### src/rtl/cpu_ctrl_pkg.sv
// Shared types and reset values for the CPU clock-enable controller.
package cpu_ctrl_pkg;

  typedef enum logic [1:0] {HALT, RUN, STEP, BREAK} ctrl_state_t;

  localparam ctrl_state_t RST_STATE   = HALT;
  localparam logic        RST_CPU_EN  = 1'b0;
  localparam logic        RST_CLK_VIS = 1'b0;
  localparam logic        RST_BP_HIT  = 1'b0;
  localparam logic        RST_ARMED   = 1'b1;
  localparam logic        RST_SYNC    = 1'b0;

endpackage

### src/rtl/cpu_clk_ctrl_btn_sync_edge.sv
// Push-button synchronizer followed by a registered rising-edge detector;
// step_pulse is high for one cycle, NSYNC edges after the button rise is sampled.
module btn_sync_edge
  import cpu_ctrl_pkg::*;
#(
  parameter int NSYNC = 2
) (
  input  logic clk_2,
  input  logic reset,
  input  logic btn,
  output logic step_pulse
);

  logic [NSYNC-1:0] sync_q, sync_d;
  logic             prev_q, prev_d;
  logic             pulse_q, pulse_d;

  always_comb begin
    sync_d  = {sync_q[NSYNC-2:0], btn};
    prev_d  = sync_q[NSYNC-1];
    pulse_d = sync_q[NSYNC-1] & ~prev_q;
  end

  always_ff @(posedge clk_2) begin
    if (!reset) begin
      sync_q  <= {NSYNC{RST_SYNC}};
      prev_q  <= RST_SYNC;
      pulse_q <= RST_SYNC;
    end else begin
      sync_q  <= sync_d;
      prev_q  <= prev_d;
      pulse_q <= pulse_d;
    end
  end

  assign step_pulse = pulse_q;

endmodule

### src/rtl/cpu_clk_ctrl.sv
// CPU clock-enable controller: HALT / RUN (divided) / STEP (button) / BREAK (PC match).
// Breakpoint logic is built only when CPU_BREAKPOINT_EN is defined.
module cpu_clk_ctrl
  import cpu_ctrl_pkg::*;
#(
  parameter int NBITS      = 8,
  parameter int DIV_BITS   = 4,
  parameter int NSYNC      = 2,
  parameter int CYCLE_BITS = 16
) (
  input  logic                  clk_2,
  input  logic                  reset,
  input  logic                  run,
  input  logic                  step_btn,
  input  logic [DIV_BITS-1:0]   div,
  input  logic [NBITS-1:0]      pc,
  input  logic [NBITS-1:0]      bp_addr,
  input  logic                  bp_valid,
  output logic                  cpu_en,
  output logic                  cpu_clk_vis,
  output logic                  halted,
  output logic                  bp_hit,
  output logic [CYCLE_BITS-1:0] cycle_count
);

  ctrl_state_t           state_q, state_d;
  logic [DIV_BITS-1:0]   cnt_q, cnt_d;
  logic                  cpu_en_q, cpu_en_d;
  logic                  vis_q, vis_d;
  logic [CYCLE_BITS-1:0] cycles_q, cycles_d;
  logic                  step_pulse, due, bp_match, issue;

  btn_sync_edge #(.NSYNC(NSYNC)) u_btn_sync (
    .clk_2      (clk_2),
    .reset      (reset),
    .btn        (step_btn),
    .step_pulse (step_pulse)
  );

`ifdef CPU_BREAKPOINT_EN
  logic armed_q, armed_d;
  logic bp_hit_q, bp_hit_d;

  assign bp_match = armed_q && bp_valid && (pc == bp_addr);

  // An issued enable re-arms so resume/step can move past the breakpoint PC.
  always_comb begin
    armed_d  = armed_q;
    bp_hit_d = bp_hit_q;
    if (issue) begin
      armed_d  = 1'b1;
      bp_hit_d = 1'b0;
    end else if (due && bp_match) begin
      armed_d  = 1'b0;
      bp_hit_d = 1'b1;
    end
  end

  always_ff @(posedge clk_2) begin
    if (!reset) begin
      armed_q  <= RST_ARMED;
      bp_hit_q <= RST_BP_HIT;
    end else begin
      armed_q  <= armed_d;
      bp_hit_q <= bp_hit_d;
    end
  end

  assign bp_hit = bp_hit_q;
`else
  logic unused_bp_inputs;
  assign unused_bp_inputs = ^{pc, bp_addr, bp_valid};
  assign bp_match         = 1'b0;
  assign bp_hit           = RST_BP_HIT;
`endif

  // The >= compare lets a lowered div terminate an over-range count at once.
  assign due = (state_q == RUN) && run && (cnt_q >= div);

  always_ff @(posedge clk_2) begin
    if (!reset) begin
      state_q  <= RST_STATE;
      cnt_q    <= '0;
      cpu_en_q <= RST_CPU_EN;
      vis_q    <= RST_CLK_VIS;
      cycles_q <= '0;
    end else begin
      state_q  <= state_d;
      cnt_q    <= cnt_d;
      cpu_en_q <= cpu_en_d;
      vis_q    <= vis_d;
      cycles_q <= cycles_d;
    end
  end

  always_comb begin
    state_d = state_q;
    case (state_q)
      HALT:    if (run) state_d = RUN;
               else if (step_pulse) state_d = STEP;
      STEP:    state_d = HALT;
      RUN:     if (!run) state_d = HALT;
               else if (due && bp_match) state_d = BREAK;
      BREAK:   if (step_pulse) state_d = STEP;
               else if (!run) state_d = HALT;
      default: state_d = HALT;
    endcase
  end

  always_comb begin
    issue    = (state_d == STEP) || (due && !bp_match);
    cpu_en_d = issue;
    vis_d    = vis_q ^ cpu_en_q;
    cycles_d = cycles_q + CYCLE_BITS'(issue);
    cnt_d    = cnt_q;
    if (state_q == HALT && run) begin
      cnt_d = '0;
    end else if (state_q == RUN && run) begin
      cnt_d = (cnt_q >= div) ? '0 : cnt_q + 1'b1;
    end
  end

  assign cpu_en      = cpu_en_q;
  assign cpu_clk_vis = vis_q;
  assign halted      = (state_q == HALT) || (state_q == BREAK);
  assign cycle_count = cycles_q;

endmodule

### config.mk
export PLATFORM = sky130hd
export DESIGN_NAME = cpu_clk_ctrl
export DESIGN_NICKNAME = d
export VERILOG_FILES = /design/src/rtl/cpu_ctrl_pkg.sv /design/src/rtl/cpu_clk_ctrl_btn_sync_edge.sv /design/src/rtl/cpu_clk_ctrl.sv
export SDC_FILE = /design/constraint.sdc
export NUM_CORES = 1
export LEC_CHECK = 0
export ABC_AREA = 1
export BUFFER_PORTS_ARGS = -buffer_cell sky130_fd_sc_hd__buf_2
export CORE_MARGIN = 2
export CORE_UTILIZATION = 35
export CTS_CLUSTER_DIAMETER = 60
export DETAILED_ROUTE_END_ITERATION = 10
export PLACE_DENSITY_LB_ADDON = 0.15
export REMOVE_ABC_BUFFERS = 1
export SKIP_CTS_REPAIR_TIMING = 1
export SYNTH_ARGS = -nofsm -noshare
export SYNTH_HDL_FRONTEND = slang
export SYNTH_HIERARCHICAL = 1
export SYNTH_SLANG_ARGS = --single-unit
export TNS_END_PERCENT = 10
### constraint.sdc
create_clock -name clk_2 -period 2.5 [get_ports clk_2]
set_input_delay 0.375 -clock clk_2 [delete_from_list [all_inputs] [get_ports clk_2]]
set_output_delay 0.375 -clock clk_2 [all_outputs]
set_load 0.03 [all_outputs]
== Yosys cells after proc, flatten, opt, wreduce, memory -nomap -nowiden ==
Index checks and enable logic that the tools add are counted.
Operators by class
  add/subtract/negate cells: 2
  reduce and logical (&&, ||, !) cells: 7
  muxes and demuxes: 6
  bitwise gates (word level): 4
  $lt $le $gt $ge: 1
  equal/unequal tests: 4
Operators with widths (number)
  adder 16 x 1 -> 16 bit: 1
  2-to-1 mux 2 bit: 4
  one-hot mux 2 bit (4 select lines): 1
  == test 2 bit (second input constant): 3
  adder 4 x 1 -> 4 bit (second input constant): 1
  greater-or-equal comparator 4 bit: 1
  2-to-1 mux 4 bit: 1
  logical AND 1 bit: 3
  == test 2 x 1 -> 1 bit (second input constant): 1
  zero test 2 bit: 1
  logical OR 1 bit: 2
  inverter 1 bit: 2
  OR reduction 2 bit: 1
  bitwise AND 1 bit: 1
  bitwise XOR 1 bit: 1
Word-level totals
  logic and storage cells: 32
  bits of input ports: 25
  register bits: 28
  output and inout bits: 20

== Logic depth before layout (Yosys ltp) ==
Gate-level depths: netlist of run 1.
  depth in word-level cells: 6
  depth in mapped cells: 18
  depth with buffers taken out: 18

== Hierarchy ==
Netlist of run 1, hierarchy kept.
By module, submodules not included
  cpu_clk_ctrl: times used 1, seq. area each 480.5 µm², cells each 185, area an instance 1297.5 µm²
  btn_sync_edge: times used 1, seq. area each 80.1 µm², cells each 11, area an instance 108.9 µm²

== Worst setup path after synthesis of run 1 ==
Ideal clock, no wire load.
  path type: input to register
  start: input port div[3]
  end: register cycles_q[14] (netlist: cycle_count[14])
  stages on the path: 17
  data arrival time: 1.918 ns
  required time: 2.387 ns
  path buffers: 0
  path slack: 0.468 ns
  setup time: 0.113 ns
  cells stage by stage: inv_1 ha_1 nand2_1 inv_1 nand2_1 nand3_1 nand2_1 nand2_1 ha_1 ha_1 nand3_2 nor2_4 nand2_2 nor2_2 nand2_1 nand2_1 nor2_1
Between the ends
  word-level cells in the longest chain between the ends: 4
Ends and longest elaborated chain
  start: declaration: line cpu_clk_ctrl.sv:15  | input logic [DIV_BITS-1:0] div,
  greater-or-equal comparator 4 bit: line cpu_clk_ctrl.sv:78  | assign due = (state_q == RUN) && run && (cnt_q >= div);
  logical AND 1 bit: line cpu_clk_ctrl.sv:78
  logical OR 1 bit: line cpu_clk_ctrl.sv:111  | issue = (state_d == STEP) || (due && !bp_match);
  named net cpu_en_d: line cpu_clk_ctrl.sv:28  | logic cpu_en_q, cpu_en_d;
  adder 16 x 1 -> 16 bit: line cpu_clk_ctrl.sv:114  | cycles_d = cycles_q + CYCLE_BITS'(issue);
  end signal: assignment: line cpu_clk_ctrl.sv:92  | cycles_q <= cycles_d;
  end: declaration: line cpu_clk_ctrl.sv:30  | logic [CYCLE_BITS-1:0] cycles_q, cycles_d;
The timed path passes the listed nets, and every way through them passes these cells.
A chain may end at the register's enable or synchronous reset.

== Final worst setup path of run 1 ==
  start: register state_q[1]
  end: register cycles_q[14] (netlist: cycle_count[14])
Between the ends
  word-level cells in the longest chain between the ends: 6
  elaborated cells between the ends (all ways): 14
  those cells by class: 1 x add/sub; 4 x eq/ne; 5 x mux; 4 x reduce/logical
Ends and longest elaborated chain
  start: declaration: line cpu_clk_ctrl.sv:26  | ctrl_state_t state_q, state_d;
  start signal: assignment: line cpu_clk_ctrl.sv:88  | state_q <= state_d;
  2-to-1 mux 2 bit, on equally long branches: line cpu_clk_ctrl.sv:105, cpu_clk_ctrl.sv:100
  2-to-1 mux 2 bit, on equally long branches: line cpu_clk_ctrl.sv:104, cpu_clk_ctrl.sv:99
  one-hot mux 2 bit (4 select lines): line cpu_clk_ctrl.sv:98  | case (state_q)
  == test 2 bit: line cpu_clk_ctrl.sv:111
  logical OR 1 bit *: line cpu_clk_ctrl.sv:111
  named net cpu_en_d: line cpu_clk_ctrl.sv:28
  adder 16 x 1 -> 16 bit *: line cpu_clk_ctrl.sv:114
The timed path passes the listed nets; every way through them passes the cells marked *.

==> results of run 1 <==
-- through the flow --
step | hold WS, ns | instances | setup WS, ns | total power [uW]
finish | 0.2881 | 273 | 0.2817 | 777.6
global route | 0.2851 | 273 | 0.005971 | 817.6
CTS | 0.2819 | 272 | 0.2120 | 792.1
detailed placement | 0.3908 | 269 | 0.1791 | 547.6
global placement | 0.3871 | 269 | 0.1954 | 547.6
floorplan | 0.3841 | 193 | 0.4689 | 523.2
-- area by class of cell --
type                       instances  area [um2]  area share
clock buffer                       3       41.29     0.02527
inverter                          31       116.4     0.07121
multi-input combinational        134       714.4      0.4372
sequential                        28       561.8      0.3438
tap                               50       62.56     0.03828
timing repair buffer              27       137.6     0.08423
-- Yosys cell counts --
cell type and count:
a21oi_1 10, buf_2 2, buf_4 1, conb_1 1, dfxtp_1 28, ha_1 11, inv_1 31, nand2_1 47
nand2_2 2, nand3_1 11, nand3_2 1, nand4_1 3, nor2_1 29, nor2_2 2, nor2_4 1, nor3b_1 1
o21a_1 2, o21ai_0 5, o21bai_1 2, xnor2_1 3, xor2_1 3
-- routing by layer --
layer,track usage,vias to the layer above,part of all wire
met5,0,-,0
met4,0.04592,0,0.0098
met3,0.02667,2,0.044
met2,0.1869,22,0.42
met1,0.1736,506,0.53
li1,-,659,-
-- critical path, stage by stage (launching register included) --
cell	delay, ns
dfxtp_2	0.37
inv_1	0.08
ha_1	0.22
nor2_1	0.12
nand2_1	0.06
nand3_1	0.10
nand3_1	0.10
nand2_1	0.09
ha_1	0.17
ha_2	0.20
nand3_2	0.11
nor2_4	0.19
nand2_2	0.10
nor2_2	0.10
nand2_1	0.06
nand2_1	0.05
nor2_1	0.04
-- state kept, by name, summed over array words and instances (netlist names) --
name and count:
cnt_q 4, cpu_clk_vis 1, u_btn_sync/sync_q 2, state_q 2
u_btn_sync/step_pulse 1, u_btn_sync/prev_q 1, cycle_count 16, cpu_en 1
-- final timing paths --
path | startpoint | end | slack (ns)
worst max register to register | state_q[1]$_SDFF_PN0_ | cycle_count[14]$_SDFF_PN0_ | 0.28
worst min-delay path | step_btn | u_btn_sync/sync_q[0]$_SDFF_PN0_ | 0.29
worst max-delay path | state_q[1]$_SDFF_PN0_ | cycle_count[14]$_SDFF_PN0_ | 0.28
worst min register to register | u_btn_sync/prev_q$_SDFF_PN0_ | u_btn_sync/step_pulse$_SDFF_PN0_ | 0.40
-- logic make-up (layout without fill, tap and decap cells) --
group | count (synthesis) | in the layout
XOR/XNOR | 6 | 6
buffers and inverters | 34 | 61
flip-flops | 28 | 28
adder cells (fa/ha/maj) | 11 | 11
other | 1 | 1
AND/OR/NAND/NOR | 97 | 97
AO/OA/AOI/OAI | 19 | 19
-- power by group through the flow --
stage,clock network [uW],registers [uW],logic [uW]
after floorplan,0,471,52.0
after global placement,0,469,78.8
after detailed placement,0,469,79.0
after CTS,254,458,79.4
after global routing,268,459,90.7
final,241,458,77.9
-- cells in the final DEF (no fill, tap or decap) --
cell type / netlist / routed
ha_2: 0 / 1
dfxtp_1: 28 / 27
conb_1: 1 / 1
buf_4: 1 / 1
o21a_1: 2 / 2
xor2_1: 3 / 3
ha_1: 11 / 10
inv_1: 31 / 31
dfxtp_2: 0 / 1
o21bai_1: 2 / 2
xnor2_1: 3 / 3
nand4_1: 3 / 3
nor3b_1: 1 / 1
a21oi_1: 10 / 10
nor2_2: 2 / 2
nor2_4: 1 / 1
nand2_2: 2 / 2
clkbuf_8: 0 / 3
o21ai_0: 5 / 5
nand2_1: 47 / 47
buf_2: 2 / 26
nand3_2: 1 / 1
nor2_1: 29 / 29
nand3_1: 11 / 11
==> summary.txt, run 1 <==
CTS tree: built
Worst-case clock buffer depth: 2
Row Count: 23
Switching Fraction: 0.2430
Compound-Gate Fraction of Synth Area: 0.07473
Port Buf Inserts: 26
Post-DRT Antenna Nets: 0
Simple-gate area share of the yosys netlist: 0.2936
Remaining DRCs: 0
Core Region: 0.003943 mm2
Max_cap viols: 0
Logic pwr share: 0.100
Drt total wl: 2559 um
Tcrit/Tclk final: 0.8873
I/O pin total: 45
Sink Count: 28
Final Hold Vio Count: 0
Max-slew violation count: 0
Vias: 1189
VDD IR max: 0.0002103 V
Adder-cell area share of the yosys netlist: 0.09786
Worst Reg-to-Reg Cells: 16
Clk root buf: clkbuf_8
DRT Pass-1 Iters: 4
HPWL Detailed: 1977 um
DRT iter0 DRCs: 50
Seq pwr share: 0.589
Startpoint types: flip-flop
#FFs+latches synth: 28
Clk pwr share: 0.311
Placed Area: 0.001582 mm2
Layout area overhead: 16.19%
Internal power: 588.6 uW
Drt via density: 4.355
Hold Path Class: primary input to flip-flop
Mux cell area share after synthesis: 0
NetSw: 189.0 uW
Synth top area share: 0.3986
Sequential element share of the synthesized area: 0.3986
Status: finished, final reports clean
Worst-Skew Late Latency: 0.27 ns
Total track usage: 0.1242
Leakage power: 0.0008039 uW
GP Congestion: 0.7694
Maximum number of pins on one net before global-route repair: 15
Crit Path Max Fanout: 5
Final min period: 2.218 ns
XOR/XNOR Fraction of Synth Area: 0.03737
Worst EP required: 2.68 ns
Largest family of logic cells by synthesized area: simple AND/OR/NAND/NOR gates
Final setup violation count: 0
Synth area leaders: dfxtp_1 40%, nand2_1 13%, ha_1 9.8%, inv_1 8.3%, nor2_1 7.7%
Total die area: 0.004541 mm2
Post-Syn Instances: 196
Post-layout nets: 261
Num CTS Buffers: 3
Final Util: 0.4145
Routed wire length per instance: 9.374 um
Synth Cell Area: 0.001406 mm2
First-pass GRT wire length: 4353 um
Area leader, netlist: dfxtp_1
Worst Setup End Kind: flip-flop
Crit Path Class: flip-flop to flip-flop
Layout cells sized above 1: 0.1704
Avg Cell Area, Syn: 7.175 um2
Chip width: 67.39 um
RSZ-0062 raised after global routing: no
Die Span Y: 67.39 um
Vias in the first global route: 991
Synth cell types: 21
WP data arrival: 2.40 ns
Achievable Freq: 450.8 MHz
Ys Warns: 6
Clock-pin slew on the worst setup and hold paths: 0.10 ns
Power Dens Cells: 475.9 mW/mm2
GR Overflow Total: 0
Fill cells: 409
Final Instance Area: 0.001634 mm2
Clock skew: 0.01230 ns
Starting Density: 0.3567
Worst hold path cell count: 3
Fin Setup TNS: 0 ns
H-Tree Depth: 1
Initial antenna violation count: 0
Ant. Diodes: 0
No activity file was read; power rests on OpenSTA's default activity.
==> run 2, diff against run 1 <==
--- a/config.mk
+++ b/config.mk
@@ -8,7 +8,7 @@
 export ABC_AREA = 1
 export BUFFER_PORTS_ARGS = -buffer_cell sky130_fd_sc_hd__buf_2
 export CORE_MARGIN = 2
-export CORE_UTILIZATION = 35
+export CORE_UTILIZATION = 45
 export CTS_CLUSTER_DIAMETER = 60
 export DETAILED_ROUTE_END_ITERATION = 10
 export PLACE_DENSITY_LB_ADDON = 0.15
==> run 2 against run 1 <==
Against the previous run: cell count is 5.9% lower; register-to-register slack worse by 0.02 ns; non-clock buffer count is 1 higher; clock power is 24% lower; critical endpoint unchanged; critical path depth is 1 lower; combinational power is 0.5% lower; cell area is 2.1% lower; sequential cell count stayed put; total power is 7.5% lower; worst setup slack worse by 0.016 ns; worst hold slack worse by 0.061 ns; largest cell class unchanged; clock skew is 0.0097 ns lower.
==> summary.txt, run 2 (synthesis results as in run 1) <==
Max_cap viols: 0 (unchanged)
HPWL Detailed: 2059 um (+4.2%)
Final Hold Vio Count: 0 (unchanged)
Remaining DRCs: 0 (unchanged)
Most common cell after layout, fill and taps aside: nand2_1
Port Buf Inserts: 26 (unchanged)
Drt via density: 4.747 (+9.0%)
Drt total wl: 2601 um (+1.6%)
Worst-case clock buffer depth: 2 (unchanged)
Power Dens Cells: 449.4 mW/mm2 (-5.6%)
DP Worst Slack: 0.1800 ns (+0.0008870 ns)
Logic pwr share: 0.108 (+0.008)
Status: finished, final reports clean
Clk pwr share: 0.253 (-0.058)
Clk root buf: clkbuf_4
GR Overflow Total: 0 (unchanged)
CP endpoint: cycle_count[14]$_SDFF_PN0_
I/O pin total: 45 (unchanged)
Core Region: 0.003003 mm2 (-24%)
Worst EP required: 2.74 ns (+0.06 ns)
Fill cells: 321 (-22%)
Starting Density: 0.4683 (+0.1116)
WP data arrival: 2.47 ns (+0.07 ns)
Ant. Diodes: 0 (unchanged)
NetSw: 181.2 uW (-4.1%)
Final Util: 0.5329 (+0.1184)
RSZ-0062 raised after global routing: no
Crit Path Class: flip-flop to flip-flop
Initial antenna violation count: 0 (unchanged)
Internal power: 538.0 uW (-8.6%)
Layout area overhead: 13.79%
Seq pwr share: 0.639 (+0.050)
Chip width: 59.91 um (-11%)
Worst-Skew Late Latency: 0.32 ns (+0.05 ns)
Row Count: 20 (-13%)
Clock skew: 0.002570 ns (-0.009734 ns)
Reg-to-Reg Start: state_q[0]$_SDFF_PN0_
DRT Pass-1 Iters: 5 (+1)
Final setup violation count: 0 (unchanged)
Max-slew violation count: 0 (unchanged)
CTS tree: built
Hold Path Class: primary input to flip-flop
DRT iter0 DRCs: 41 (-18%)
Vias in the first global route: 1077 (+8.7%)
Worst Reg-to-Reg Cells: 15 (-1)
Routed wire length per instance: 10.12 um (+8.0%)
Startpoint types: flip-flop
Layout cells sized above 1: 0.1741 (+0.003704)
Worst Setup End Kind: flip-flop
Clock-pin slew on the worst setup and hold paths: 0.14 ns (+0.04 ns)
Maximum number of pins on one net before global-route repair: 15 (unchanged)
Crit Path Max Fanout: 5 (unchanged)
First-pass GRT wire length: 4491 um (+3.2%)
Final min period: 2.234 ns (+0.01556 ns)
Post-DRT Antenna Nets: 0 (unchanged)
Post-layout nets: 262 (+0.38%)
Num CTS Buffers: 3 (unchanged)
Tcrit/Tclk final: 0.8935 (+0.006224)
Total die area: 0.003589 mm2 (-21%)
H-Tree Depth: 1 (unchanged)
Die Span Y: 59.91 um (-11%)
VDD IR max: 0.0002671 V (+27%)
Achievable Freq: 447.7 MHz (-0.70%)
Reg-to-Reg End: cycle_count[14]$_SDFF_PN0_
Switching Fraction: 0.2520 (+0.008936)
Crit. Startpoint: state_q[0]$_SDFF_PN0_
Sink Count: 28 (unchanged)
Final WS setup: 0.2661 ns (-0.01556 ns)
Leakage power: 0.0008051 uW (+0.15%)
Reg2Reg Setup Slack: 0.27 ns (-0.02 ns)
Total track usage: 0.1625 (+0.03832)
Number of flip-flops in the largest register: 16 (unchanged)
Fin Setup TNS: 0 ns (unchanged)
Most frequent cells in the layout: 47 x nand2_1, 31 x inv_1, 29 x nor2_1
Vias: 1220 (+2.6%)
GP Congestion: 0.7455 (-3.1%)
run 2: cell count changes in the layout (fill, tap and decap cells not counted), sizes merged:
cell / before / now
buf: 27 / 28
run 2: critical path, stage by stage (launching register included):
cell	delay, ns
dfxtp_2	0.37
inv_1	0.07
ha_1	0.23
nand2_1	0.09
o21a_1	0.16
nand3_1	0.12
nand2_1	0.09
ha_1	0.16
ha_1	0.20
nand3_2	0.12
nor2_4	0.19
nand2_2	0.10
nor2_2	0.10
nand2_1	0.05
nand2_1	0.06
nor2_1	0.04
run 2: metal layers:
layer	track usage	vias up	routed length (um)
met5	0	-	0
met4	0.05714	0	29
met3	0.02597	4	95
met2	0.2500	25	1132
met1	0.2293	530	1344
li1	-	661	-
run 2: area by class of cell:
class	instances	area, um2	share of cell area
Multi-Input combinational cell	134	711.9	0.4449
Timing Repair Buffer	28	145.1	0.09070
Tap cell	33	41.29	0.02580
Inverter	31	116.4	0.07271
Sequential cell	28	563.0	0.3518
Clock buffer	3	22.52	0.01407
run 2: worst min-delay path by stage:
| stage | start | end | slack (ns) | depth (start not counted) |
|---|---|---|---|---|
| floorplan | u_btn_sync/prev_q$_SDFF_PN0_ | u_btn_sync/step_pulse$_SDFF_PN0_ | 0.38 | 1 |
| global placement | u_btn_sync/prev_q$_SDFF_PN0_ | u_btn_sync/step_pulse$_SDFF_PN0_ | 0.39 | 1 |
| detailed placement | u_btn_sync/prev_q$_SDFF_PN0_ | u_btn_sync/step_pulse$_SDFF_PN0_ | 0.40 | 1 |
| CTS | step_btn | u_btn_sync/sync_q[0]$_SDFF_PN0_ | 0.21 | 3 |
| global route | step_btn | u_btn_sync/sync_q[0]$_SDFF_PN0_ | 0.22 | 3 |
| finish | step_btn | u_btn_sync/sync_q[0]$_SDFF_PN0_ | 0.23 | 3 |
run 2: power by group through the flow:
| stage | logic (uW) | clock network (uW) | registers, uW |
|---|---|---|---|
| floorplan | 52.0 | 0 | 471 |
| global placement | 74.3 | 0 | 468 |
| detailed placement | 78.2 | 0 | 469 |
| CTS | 78.5 | 191 | 459 |
| global route | 89.1 | 210 | 461 |
| finish | 77.5 | 182 | 459 |
run 2: per-stage QoR:
| step | hold slack (ns) | cell area, um2 | total power (uW) | std cells |
|---|---|---|---|---|
| after floorplan | 0.3841 | 1389 | 523.2 | 193 |
| after global placement | 0.3881 | 1560 | 542.6 | 252 |
| after detailed placement | 0.3990 | 1560 | 547.0 | 252 |
| after CTS | 0.2148 | 1583 | 728.2 | 255 |
| after global routing | 0.2238 | 1600 | 760.5 | 257 |
| final | 0.2272 | 1600 | 719.2 | 257 |
==> run 3, diff against run 2 <==
--- a/config.mk
+++ b/config.mk
@@ -8,7 +8,7 @@
 export ABC_AREA = 1
 export BUFFER_PORTS_ARGS = -buffer_cell sky130_fd_sc_hd__buf_2
 export CORE_MARGIN = 2
-export CORE_UTILIZATION = 45
+export CORE_UTILIZATION = 50
 export CTS_CLUSTER_DIAMETER = 60
 export DETAILED_ROUTE_END_ITERATION = 10
 export PLACE_DENSITY_LB_ADDON = 0.15
==> run 3 against run 2 <==
Against the previous run: non-clock buffer count down 1; total power decreased by 1.1%; global-route usage grew 1.2 points.
==> summary.txt, run 3 (synthesis results as in run 1) <==
Status: finished, final reports clean
Clk root buf: clkbuf_4
Number of flip-flops in the largest register: 16 (unchanged)
Clock skew: 0.005323 ns (+0.002752 ns)
Clk pwr share: 0.245 (-0.008)
Routed wire length per instance: 10.00 um (-1.2%)
GP Congestion: 0.8190 (+9.9%)
H-Tree Depth: 1 (unchanged)
Most used routing layer: met2
Final Instance Area: 0.001589 mm2 (-0.70%)
Tcrit/Tclk final: 0.8967 (+0.003136)
Cell Chain, Critical Path: inv_1, ha_1, nor2_1, nand2_1, nand3_1, nand3_1, nand2_1, ha_1, ha_1, nand3_2, nor2_4, buf_4, nand2_1, nor3b_1
Die Span Y: 57.04 um (-4.8%)
Starting Density: 0.5189 (+0.05060)
Worst EP required: 2.71 ns (-0.03 ns)
Most common cell after layout, fill and taps aside: nand2_1
Met1 GRT Util: 0.1889 (-0.04041)
Drt total wl: 2540 um (-2.3%)
Post-layout nets: 261 (-0.38%)
Met2 track demand over resource: 0.3202 (+0.07020)
Layout cells sized above 1: 0.1659 (-0.008188)
Achievable Freq: 446.1 MHz (-0.35%)
Port Buf Inserts: 26 (unchanged)
End of the worst hold path: u_btn_sync/sync_q[0]$_SDFF_PN0_
Remaining DRCs: 0 (unchanged)
Num CTS Buffers: 3 (unchanged)
Crit Path Max Fanout: 4 (-1)
Worst Reg-to-Reg Cells: 14 (-1)
Final Hold Vio Count: 0 (unchanged)
Final setup violation count: 0 (unchanged)
Placed cell count: 250 (-0.79%)
Logic pwr share: 0.110 (+0.002)
Cell Count, Final, Fillers Out: 254 (-1.2%)
Reg-to-Reg End: cycle_count[6]$_SDFF_PN0_
NetSw: 173.9 uW (-4.1%)
Buf+Inv Stages, Crit Path: 2 (+1)
Seq pwr share: 0.645 (+0.006)
Max-slew violation count: 0 (unchanged)
CTS tree: built
VDD IR max: 0.0002792 V (+4.5%)
DRT Pass-1 Iters: 4 (-1)
DRT iter0 DRCs: 50 (+22%)
Worst-Skew Late Latency: 0.31 ns (about the same)
Ant. Diodes: 0 (unchanged)
Vias: 1233 (+1.1%)
Hold Path Class: primary input to flip-flop
GR Overflow Total: 0 (unchanged)
Leakage power: 0.0007993 uW (-0.72%)
Drt via density: 4.854 (+2.3%)
Worst hold path cell count: 3 (unchanged)
HPWL Detailed: 2026 um (-1.6%)
Slowest CP cell: dfxtp_1
Reg-to-Reg Start: state_q[0]$_SDFF_PN0_
Clock-pin slew on the worst setup and hold paths: 0.14 ns (about the same)
Crit-path leading delay family: simple AND/OR/NAND/NOR gates
Crit Path Class: flip-flop to flip-flop
Reg2Reg Setup Slack: 0.26 ns (about the same)
Internal power: 537.4 uW (-0.11%)
Maximum number of pins on one net before global-route repair: 15 (unchanged)
I/O pin total: 45 (unchanged)
Hold WS: 0.2424 ns (+0.01518 ns)
Final min period: 2.242 ns (+0.007840 ns)
Met3 Resource Use GR: 0.02721 (+0.001237)
CP peak stage delay: 0.38 ns (about the same)
Startpoint types: flip-flop
Post-DRT Antenna Nets: 0 (unchanged)
Vias in the first global route: 1197 (+11%)
Core Region: 0.002710 mm2 (-9.7%)
Total track usage: 0.1742 (+0.01173)
Hold path start: step_btn
Most frequent cells in the layout: 47 x nand2_1, 31 x inv_1, 29 x nor2_1
Max_cap viols: 0 (unchanged)
Total die area: 0.003253 mm2 (-9.4%)
Layout area overhead: 12.99%
Sink Count: 28 (unchanged)
Switching Fraction: 0.2445 (-0.007514)
Fin Setup TNS: 0 ns (unchanged)
First-pass GRT wire length: 4547 um (+1.2%)
Row Count: 19 (-5.0%)
Instance count on the critical path: 14 (-1)
Placed Area: 0.001558 mm2 (-0.16%)
WP data arrival: 2.45 ns (-0.02 ns)
Worst-case clock buffer depth: 2 (unchanged)
Worst Setup End Kind: flip-flop
Final Util: 0.5863 (+0.05342)
Chip width: 57.04 um (-4.8%)
Initial antenna violation count: 0 (unchanged)
RSZ-0062 raised after global routing: no
Power Dens Cells: 447.6 mW/mm2 (-0.41%)
[run 3: cell types whose count changed in the layout (fill, tap and decap cells not counted), sizes merged]
cell  before  now
buf       28   27
[run 3: through the flow]
stage	power (uW)	worst slack, ns
5_1_grt	756.7	0.001609
6_report	711.3	0.2583
3_5_place_dp	547.3	0.1268
4_1_cts	724.9	0.1455
3_3_place_gp	543.1	0.2015
2_1_floorplan	523.2	0.4689
[run 3: power by group through the flow]
stage                     Combinational [uW]  Sequential [uW]  Clock (uW)
after floorplan                         52.0              471           0
after global placement                  74.7              468           0
after detailed placement                78.6              469           0
after CTS                               79.5              459         187
after global routing                    91.4              460         205
final                                   78.3              459         174
[run 3: worst max-delay path by stage]
| stage | end | startpoint | slack (ns) |
|---|---|---|---|
| 2_1_floorplan | cycle_count[14]$_SDFF_PN0_ | div[3] | 0.47 |
| 3_5_place_dp | cycle_count[14]$_SDFF_PN0_ | div[3] | 0.13 |
| 4_1_cts | cycle_count[14]$_SDFF_PN0_ | state_q[1]$_SDFF_PN0_ | 0.15 |
| 6_report | cycle_count[6]$_SDFF_PN0_ | state_q[0]$_SDFF_PN0_ | 0.26 |
| 3_3_place_gp | cycle_count[14]$_SDFF_PN0_ | div[3] | 0.20 |
| 5_1_grt | cycle_count[14]$_SDFF_PN0_ | state_q[0]$_SDFF_PN0_ | 0.002 |
[run 3: per-layer routing]
| layer | share of wire | wire length [um] | up-vias |
|---|---|---|---|
| li1 | - | - | 660 |
| met1 | 0.42 | 1076 | 548 |
| met2 | 0.53 | 1335 | 21 |
| met3 | 0.036 | 91 | 4 |
| met4 | 0.015 | 38 | 0 |
| met5 | 0 | 0 | - |
[run 3: area by class of cell]
| cell class | count | area, um2 |
|---|---|---|
| flip-flops and latches | 28 | 561.8 |
| well taps | 31 | 38.79 |
| multi-input cells | 134 | 711.9 |
| repair buffers | 27 | 137.6 |
| fillers | 262 | 1121 |
| clock buffers | 3 | 22.52 |
| inverters | 31 | 116.4 |
[run 3: tightest hold or removal path, stage by stage]
cell	delay [ns]
buf_2	0.07
nand2_1	0.04
inv_1	0.04
